[config.mk]
export PLATFORM = sky130hd
export DESIGN_NAME = ui_multi_debouncer
export DESIGN_NICKNAME = d
export VERILOG_FILES = /design/src/rtl/ui_multi_debouncer.sv
export SDC_FILE = /design/constraint.sdc
export NUM_CORES = 1
export LEC_CHECK = 0
export CAP_MARGIN = 15
export CELL_PAD_IN_SITES_DETAIL_PLACEMENT = 1
export CELL_PAD_IN_SITES_GLOBAL_PLACEMENT = 2
export CORE_MARGIN = 1
export CORE_UTILIZATION = 38
export DETAILED_ROUTE_END_ITERATION = 16
export GPL_TIMING_DRIVEN = 0
export PLACE_DENSITY = 0.88
export SLEW_MARGIN = 25
export SYNTH_ARGS = -nofsm -noshare
export SYNTH_HDL_FRONTEND = slang
export SYNTH_SLANG_ARGS = --single-unit
[constraint.sdc]
create_clock -name clock_50Mhz -period 4.82 [get_ports clock_50Mhz]
set_clock_uncertainty 0.05 [all_clocks]
set_input_delay 0.723 -clock clock_50Mhz [delete_from_list [all_inputs] [get_ports clock_50Mhz]]
set_output_delay 0.723 -clock clock_50Mhz [all_outputs]
set_load 0.05 [all_outputs]
[src/rtl/ui_multi_debouncer.sv]
// ============================================================================
//  Module   : ui_multi_debouncer
//  Purpose  : N-channel debouncer / edge detector for active-low buttons.
//             Optional auto-repeat is enabled by defining UI_DEBOUNCE_REPEAT_EN.
//  Revision : 1.0  initial release
// ============================================================================
`default_nettype none

module ui_multi_debouncer #(
    parameter int NUM_CH        = 4,
    parameter int STABLE_CYCLES = 50000,
    parameter int HOLD_CYCLES   = 25000000,
    parameter int REPEAT_CYCLES = 5000000
) (
    input  logic              clock_50Mhz,
    input  logic              reset_n,
    input  logic [NUM_CH-1:0] raw_in_n,
    output logic [NUM_CH-1:0] level_n,
    output logic [NUM_CH-1:0] press_pulse,
    output logic [NUM_CH-1:0] release_pulse,
    output logic [NUM_CH-1:0] repeat_pulse,
    output logic              any_pressed
);

    localparam int CNT_W = $clog2(STABLE_CYCLES + 1);

    localparam logic [CNT_W-1:0] c_CNT_ZERO = '0;
    localparam logic [CNT_W-1:0] c_CNT_ONE  = CNT_W'(1);
    localparam logic [CNT_W-1:0] c_CNT_LAST = CNT_W'(STABLE_CYCLES - 1);

    typedef enum logic [1:0] {
        ST_RELEASED     = 2'd0,
        ST_PRESS_PEND   = 2'd1,
        ST_PRESSED      = 2'd2,
        ST_RELEASE_PEND = 2'd3
    } state_t;

    // Elaboration-time sanity checks on the configuration.
    if (STABLE_CYCLES < 2) begin : g_bad_stable
        $error("STABLE_CYCLES must be at least 2");
    end
    if ((HOLD_CYCLES < 1) || (REPEAT_CYCLES < 1) || (REPEAT_CYCLES > HOLD_CYCLES)) begin : g_bad_repeat
        $error("auto-repeat timing requires 1 <= REPEAT_CYCLES <= HOLD_CYCLES");
    end

    logic [NUM_CH-1:0] w_level_d_all;
    logic              r_any_q;
    logic              w_any_d;

    for (genvar gi = 0; gi < NUM_CH; gi++) begin : g_ch
        logic [1:0]       r_sync_q;
        logic [1:0]       w_sync_d;
        logic             w_s;
        state_t           r_state_q;
        state_t           w_state_d;
        logic [CNT_W-1:0] r_cnt_q;
        logic [CNT_W-1:0] w_cnt_d;
        logic             r_level_q;
        logic             w_level_d;
        logic             r_press_q;
        logic             w_press_d;
        logic             r_release_q;
        logic             w_release_d;

        assign w_sync_d = {r_sync_q[0], raw_in_n[gi]};
        assign w_s      = r_sync_q[1];

        always_ff @(posedge clock_50Mhz or negedge reset_n) begin
            if (!reset_n) begin
                r_sync_q    <= 2'b11;
                r_state_q   <= ST_RELEASED;
                r_cnt_q     <= c_CNT_ZERO;
                r_level_q   <= 1'b1;
                r_press_q   <= 1'b0;
                r_release_q <= 1'b0;
            end else begin
                r_sync_q    <= w_sync_d;
                r_state_q   <= w_state_d;
                r_cnt_q     <= w_cnt_d;
                r_level_q   <= w_level_d;
                r_press_q   <= w_press_d;
                r_release_q <= w_release_d;
            end
        end

        // Counter tracks consecutive synced cycles that disagree with the level.
        always_comb begin
            w_state_d   = r_state_q;
            w_cnt_d     = r_cnt_q;
            w_level_d   = r_level_q;
            w_press_d   = 1'b0;
            w_release_d = 1'b0;
            case (r_state_q)
                ST_RELEASED: begin
                    if (!w_s) begin
                        w_state_d = ST_PRESS_PEND;
                        w_cnt_d   = c_CNT_ONE;
                    end else begin
                        w_cnt_d   = c_CNT_ZERO;
                    end
                end
                ST_PRESS_PEND: begin
                    if (w_s) begin
                        w_state_d = ST_RELEASED;
                        w_cnt_d   = c_CNT_ZERO;
                    end else if (r_cnt_q == c_CNT_LAST) begin
                        w_state_d = ST_PRESSED;
                        w_cnt_d   = c_CNT_ZERO;
                        w_level_d = 1'b0;
                        w_press_d = 1'b1;
                    end else begin
                        w_cnt_d   = r_cnt_q + c_CNT_ONE;
                    end
                end
                ST_PRESSED: begin
                    if (w_s) begin
                        w_state_d = ST_RELEASE_PEND;
                        w_cnt_d   = c_CNT_ONE;
                    end else begin
                        w_cnt_d   = c_CNT_ZERO;
                    end
                end
                ST_RELEASE_PEND: begin
                    if (!w_s) begin
                        w_state_d   = ST_PRESSED;
                        w_cnt_d     = c_CNT_ZERO;
                    end else if (r_cnt_q == c_CNT_LAST) begin
                        w_state_d   = ST_RELEASED;
                        w_cnt_d     = c_CNT_ZERO;
                        w_level_d   = 1'b1;
                        w_release_d = 1'b1;
                    end else begin
                        w_cnt_d     = r_cnt_q + c_CNT_ONE;
                    end
                end
                default: begin
                    w_state_d = ST_RELEASED;
                    w_cnt_d   = c_CNT_ZERO;
                    w_level_d = 1'b1;
                end
            endcase
        end

`ifdef UI_DEBOUNCE_REPEAT_EN
        localparam int HOLD_W = $clog2(HOLD_CYCLES + 1);

        logic [HOLD_W-1:0] r_hold_q;
        logic [HOLD_W-1:0] w_hold_d;
        logic              r_rep_q;
        logic              w_rep_d;

        always_ff @(posedge clock_50Mhz or negedge reset_n) begin
            if (!reset_n) begin
                r_hold_q <= '0;
                r_rep_q  <= 1'b0;
            end else begin
                r_hold_q <= w_hold_d;
                r_rep_q  <= w_rep_d;
            end
        end

        // After each repeat the counter rewinds by REPEAT_CYCLES, so the next
        // terminal count arrives exactly one repeat interval later.
        always_comb begin
            w_hold_d = r_hold_q;
            w_rep_d  = 1'b0;
            if (w_press_d) begin
                w_hold_d = '0;
            end else if (((r_state_q == ST_PRESSED) || (r_state_q == ST_RELEASE_PEND))
                         && !w_release_d) begin
                if (r_hold_q == HOLD_W'(HOLD_CYCLES - 1)) begin
                    w_rep_d  = 1'b1;
                    w_hold_d = HOLD_W'(HOLD_CYCLES - REPEAT_CYCLES);
                end else begin
                    w_hold_d = r_hold_q + HOLD_W'(1);
                end
            end
        end

        assign repeat_pulse[gi] = r_rep_q;
`else
        assign repeat_pulse[gi] = 1'b0;
`endif

        assign w_level_d_all[gi] = w_level_d;
        assign level_n[gi]       = r_level_q;
        assign press_pulse[gi]   = r_press_q;
        assign release_pulse[gi] = r_release_q;
    end

    // Registered alongside level_n so it changes in the very same cycle.
    assign w_any_d = |(~w_level_d_all);

    always_ff @(posedge clock_50Mhz or negedge reset_n) begin
        if (!reset_n) begin
            r_any_q <= 1'b0;
        end else begin
            r_any_q <= w_any_d;
        end
    end

    assign any_pressed = r_any_q;

endmodule

`default_nettype wire

==> flow_summary.json, run 1 <==
{
  "outcome": "finished, final reports clean",
  "grt_pass1_wl_um": 15800,
  "path_max_fanout": 3,
  "syn_to_final_growth_pct": 17.0,
  "synth_area_leaders": "dfrtp_1, dfstp_2, xor2_1",
  "setup_viol": 0,
  "antenna_found_initial": 0,
  "die_area_mm2": 0.0119,
  "grt_max_degree": 56,
  "final-max-slew-violation-count": 0,
  "maxCapViolCount": 0,
  "synthArstFlopShare_pct": 100,
  "synth_top_area_cell": "dfrtp_1",
  "cts_sinks": 93,
  "r2r-start": "g_ch[2].r_cnt_q[8]",
  "ff2ff_setup_slack_ps": 2470,
  "io_pins": 23,
  "postRouteWirelength_um": 8940,
  "fp.coreArea_mm2": 0.0110,
  "stdcell_count": 592,
  "leakagePower_nw": 2.07,
  "placed_area_mm2": 0.00475,
  "clkLatencyLatePin_ps": 350,
  "diodes": 0,
  "layout_common_cells": "dfrtp_1, nor2_1, xor2_1",
  "hp-class": "in -> async",
  "ir_drop_uv": 219,
  "synth.avg_cell_area_um2": 10.5,
  "overflow": 0,
  "power_density_mw_per_mm2": 329,
  "netlist_area_mm2": 0.00436,
  "hold_buffers": 0,
  "reg2regPathDepth": 6,
  "hold_violations": 0,
  "fin_nets": 457,
  "slew_headroom_pct": 59.8,
  "vias_per_cell": 5.23,
  "place_congestion": 0.762,
  "die_x_um": 109,
  "first_iter_violations": 122,
  "dp_hpwl_um": 6270,
  "rsz0062_at_grt": "no",
  "firstDrtPassIters": 4,
  "start_util_pct": 39.5,
  "crit_start": "g_ch[1].r_level_q",
  "fillers": 1232,
  "post-route-period-util_pct": 53.6,
  "worst_pin_slew_ps": 597,
  "critPathCapture": "level_n[1]",
  "synth_top_area_share_pct": 46.5,
  "cts_tree": "yes",
  "synth_warnings": 0,
  "vias": 3097,
  "ctsResizeCount": 0,
  "synth_ff_type": "dfrtp_1",
  "stdcell_area_mm2": 0.00510,
  "grt_pass1_vias": 3218,
  "end_kind": "output pin",
  "worstSetupStartpointType": "flop",
  "clkSlewWorstSetupHoldPaths_ps": 70,
  "synth_seq_area_share_pct": 53.7,
  "synth_edf_count": 0,
  "final_common_cell": "dfrtp_1",
  "cp_data_arrival_time_ps": 1810,
  "clockRootBuffer": "clkbuf_16",
  "ant_nets": 0,
  "slowest_stage": "clkdlybuf4s50_1",
  "post-place-cells": 576,
  "layout-drive-gt1-share_pct": 13.3,
  "numCtsBuffers": 9,
  "clock_path_buffers": 2,
  "die_height_um": 109,
  "io_buffers": 18,
  "gr-usage-all-layers_pct": 17.3,
  "rows": 38,
  "max_stage_delay_ps": 780,
  "synthCells": 414,
  "fin_crit_ps": 2580,
  "path_cells": "buf_4, clkdlybuf4s50_1",
  "critPathKind": "reg -> out",
  "timing.rr.end": "g_ch[2].r_cnt_q[13]",
  "cts_setup_buffers": 0,
  "critPathRequiredTime_ps": 4050,
  "ys_ff_latch": 93,
  "wl_per_cell_um": 15.1,
  "synth_cell_types": 48,
  "cts.htree.levels": 3,
  "drc_errors": 0,
  "max_freq_mhz": 387
}
-- cell usage after synthesis, types with 2 or more instances --
cell type   n
a21oi_1    14
and2_1      8
and3_1      8
and4_1      9
buf_2       5
buf_4      16
clkbuf_1    7
dfrtp_1    81
dfstp_2    12
ha_1        4
inv_1       7
nand2_1    21
nand3_1    16
nand4_1    25
nand4bb_1   2
nor2_1     55
nor3_1      5
nor4_1      2
o211ai_1    3
o21a_1      2
o21ai_0    18
o31ai_1     3
o41ai_1     3
or3_1       9
or3b_2      2
or4_1       6
or4b_1      2
or4bb_1     3
xnor2_1    14
xor2_1     34
-- area by class of cell --
| type | count | area (µm²) | share of cell area [%] |
|---|---|---|---|
| Buffer | 29 | 183 | 3.58 |
| Clock buffer | 9 | 225 | 4.41 |
| Clock inverter | 7 | 123 | 2.40 |
| Inverter | 7 | 26.3 | 0.515 |
| Multi-Input combinational cell | 288 | 1820 | 35.7 |
| Sequential cell | 93 | 2340 | 45.9 |
| Tap cell | 140 | 175 | 3.43 |
| Timing Repair Buffer | 19 | 209 | 4.10 |
-- routing by layer --
layer / routed length [µm] / part of all wire, % / track usage [%]
met3: 265 / 3.0 / 5.50
met5: 0 / 0 / 0
met1: 4270 / 48 / 22.5
met4: 112 / 1.3 / 4.92
met2: 4290 / 48 / 27.7
-- how the worst min path moves through the flow --
| stage | start | end | slack (ps) | cells past startpoint |
|---|---|---|---|---|
| after floorplan | g_ch[0].r_sync_q[0] | g_ch[0].r_sync_q[1] | 300 | 0 |
| after global placement | g_ch[2].r_sync_q[0] | g_ch[2].r_sync_q[1] | 300 | 0 |
| after detailed placement | g_ch[1].r_sync_q[0] | g_ch[1].r_sync_q[1] | 300 | 0 |
| after CTS | reset_n | g_ch[2].r_cnt_q[7] | 230 | 1 |
| after global routing | reset_n | g_ch[2].r_cnt_q[8] | 240 | 1 |
| final | reset_n | g_ch[2].r_cnt_q[8] | 220 | 1 |
-- cell families (layout without fill, tap and decap cells) --
kind of cell	Yosys count	after routing	share of synthesized area (%)
xor gates and xnor gates	48	48	9.64
AOI/OAI and AO/OA	46	46	6.34
other	1	4	0.0860
buffers and inverters	36	71	4.79
adders and majority gates	4	4	1.15
DFF	93	93	53.7
and+or+nand+nor	186	186	24.3
-- critical path, delay by kind of cell, from the launching register on --
family / cells / cell delay [ps]
buf+inv: 2 / 890
flops: 1 / 560
-- per-stage QoR --
step / utilization [%] / TNS, ps / hold WS, ps / total power [mW] / worst slack [ps]
2_1_floorplan: - / 0 / 295 / 0.842 / 2790
3_3_place_gp: 42.8 / -40870 / 296 / 0.869 / -512
6_report: 46.3 / 0 / 224 / 1.68 / 2240
5_1_grt: 46.3 / 0 / 241 / 1.75 / 2180
4_1_cts: 46.3 / 0 / 231 / 1.71 / 2220
3_5_place_dp: 43.1 / 0 / 297 / 0.874 / 2440
-- flip-flops by register name, indices dropped and copies added, names as in the netlist, named ones only --
| register | cells |
|---|---|
| g_ch.r_sync_q | 8 |
| g_ch.r_cnt_q | 64 |
| g_ch.r_release_q | 4 |
| g_ch.r_press_q | 4 |
| g_ch.r_state_q | 4 |
| any_pressed | 1 |
| g_ch.r_level_q | 4 |
-- where the power goes --
part | switching, mW | leakage [nW] | internal (mW)
Sequential | 0.00834 | 1.23 | 0.793
Combinational | 0.0386 | 0.674 | 0.0181
Clock | 0.312 | 0.162 | 0.509
Total | 0.359 | 2.07 | 1.32
Note: power is estimated with default switching activity, not from simulation.
==> inputs of run 2 (changes only) <==
- clock period: 4.82 -> 2.6 ns (I/O delays scaled with it)
==> flow_summary.json, run 2 (same netlist as run 1, synthesis figures left out) <==
{
  "io_buffers": 18,
  "critPathKind": "reg -> reg",
  "hold_violations": 0,
  "rsz0062_at_grt": "no",
  "io_pins": 23,
  "dp_hpwl_um": 6270,
  "post-place-ws_ps": 218,
  "setup_ws_ps": 250,
  "met3WireLength_um": 276,
  "gr-usage-all-layers_pct": 17.3,
  "cts_tree": "yes",
  "firstDrtPassIters": 4,
  "overflow": 0,
  "max_freq_mhz": 425,
  "wl_met2_um": 4310,
  "largest_register": "g_ch.r_cnt_q",
  "power.total_mw": 3.12,
  "clock_path_buffers": 2,
  "cts_sinks": 93,
  "numCtsBuffers": 9,
  "start_util_pct": 39.5,
  "cts.htree.levels": 3,
  "wl_met1_um": 4230,
  "grt_max_degree": 56,
  "leakagePower_nw": 2.07,
  "min_from": "g_ch[1].r_sync_q[0]",
  "layout_common_cells": "dfrtp_1, nor2_1, xor2_1",
  "path_max_fanout": 10,
  "rows": 38,
  "final_common_cell": "dfrtp_1",
  "grt_pass1_vias": 3218,
  "die_height_um": 109,
  "layout-drive-gt1-share_pct": 13.2,
  "post-route-period-util_pct": 90.4,
  "drc_errors": 0,
  "ant_nets": 0,
  "fillers": 1231,
  "fin_nets": 458,
  "r2r-start": "g_ch[2].r_cnt_q[8]",
  "whs_endpoint": "g_ch[1].r_sync_q[1]",
  "stdcell_area_mm2": 0.00511,
  "postRouteWirelength_um": 8940,
  "ff2ff_setup_slack_ps": 250,
  "reg_top3": "g_ch.r_cnt_q x64, g_ch.r_sync_q x8",
  "timing.rr.end": "g_ch[2].r_cnt_q[13]",
  "wl_per_cell_um": 15.1,
  "largest_register_ffs": 64,
  "cts_setup_buffers": 0,
  "ir_drop_uv": 405,
  "placed_area_mm2": 0.00475,
  "max_stage_delay_ps": 510,
  "worst_pin_slew_ps": 597,
  "grt_pass1_wl_um": 15800,
  "holdPathStages": 0,
  "fp.coreArea_mm2": 0.0110,
  "vias": 3116,
  "maxCapViolCount": 0,
  "ctsResizeCount": 0,
  "crit_start": "g_ch[2].r_cnt_q[8]",
  "path_cells": "clkbuf_1, nor4bb_1, nand4_1, nand3_1, clkbuf_1, nor2_1",
  "die_area_mm2": 0.0119,
  "outcome": "finished, final reports clean",
  "slew_headroom_pct": 59.8,
  "power_density_mw_per_mm2": 609,
  "setup_viol": 0,
  "hold_buffers": 1,
  "diodes": 0,
  "final-max-slew-violation-count": 0,
  "cp_data_arrival_time_ps": 2520,
  "critPathMostFrequentCell": "clkbuf_1",
  "vias_per_cell": 5.25,
  "slowest_stage": "nor4bb_1",
  "end_kind": "flop",
  "fin_crit_ps": 2350,
  "clockRootBuffer": "clkbuf_16",
  "reg2regPathDepth": 6,
  "clkSlewWorstSetupHoldPaths_ps": 70,
  "clkLatencyLatePin_ps": 350,
  "routed.top_layer": "met4",
  "critPathRequiredTime_ps": 2770,
  "hp-class": "reg -> reg",
  "first_iter_violations": 117,
  "antenna_found_initial": 0,
  "syn_to_final_growth_pct": 17.3,
  "die_x_um": 109,
  "place_congestion": 0.762,
  "worstSetupStartpointType": "flop"
}
-- run 2: final cells by class --
type | count | area, µm² | share of cell area, %
flip-flops and latches | 93 | 2340 | 45.8
multi-input cells | 288 | 1820 | 35.6
clock buffers | 9 | 225 | 4.41
repair buffers | 20 | 219 | 4.28
plain buffers | 29 | 183 | 3.57
well taps | 140 | 175 | 3.43
clock inverters | 7 | 123 | 2.40
inverters | 7 | 26.3 | 0.514
-- run 2: routing by layer --
layer  vias to the layer above  track usage, %
met5                         -               0
met4                         0            4.92
met3                        11            5.50
met2                        30            27.7
met1                      1563            22.5
li1                       1512               -
-- run 2: metrics by stage --
stage               util [%]  setup TNS (ps)  instances  hold WS, ps
global placement        42.8         -208830        575          296
CTS                     46.3               0        593          306
global route            46.3               0        593          309
detailed placement      43.1               0        576          276
floorplan                  -               0        417         44.4
finish                  46.3               0        593          305
-- run 2: power by group --
part | leakage, nW | internal [mW] | switching [mW]
registers | 1.23 | 1.47 | 0.0154
logic | 0.678 | 0.0345 | 0.0717
clock network | 0.162 | 0.944 | 0.580
total | 2.07 | 2.45 | 0.667
-- run 2: how the worst max path moves through the flow --
stage                                to  slack, ps  depth (start not counted)
detailed placement  g_ch[2].r_cnt_q[11]        220                          6
CTS                 g_ch[2].r_cnt_q[11]        200                          6
global route        g_ch[2].r_cnt_q[10]          6                          6
floorplan                   any_pressed        570                          5
finish              g_ch[2].r_cnt_q[13]        250                          6
global placement     g_ch[3].r_cnt_q[1]      -2400                          1
-- run 2: worst max-delay path, delay by kind of cell (launching register included) --
family	cells	cell delay (ps)
flops	1	320
buf+inv	2	690
simple gates	4	1150
==> inputs of run 3 (changes only) <==
- clock period: 2.6 -> 2.7 ns (I/O delays scaled with it)
==> results of run 3 <==
Same layout as run 2 (identical final DEF). Status: finished, final reports clean.
Main changes from that run: setup slack after placement 218 ps -> 318 ps; setup slack after layout 250 ps -> 350 ps; register-to-register setup slack 250 ps -> 350 ps; total power 3.12 mW -> 3.00 mW; worst IR drop on VDD 405 µV -> 390 µV
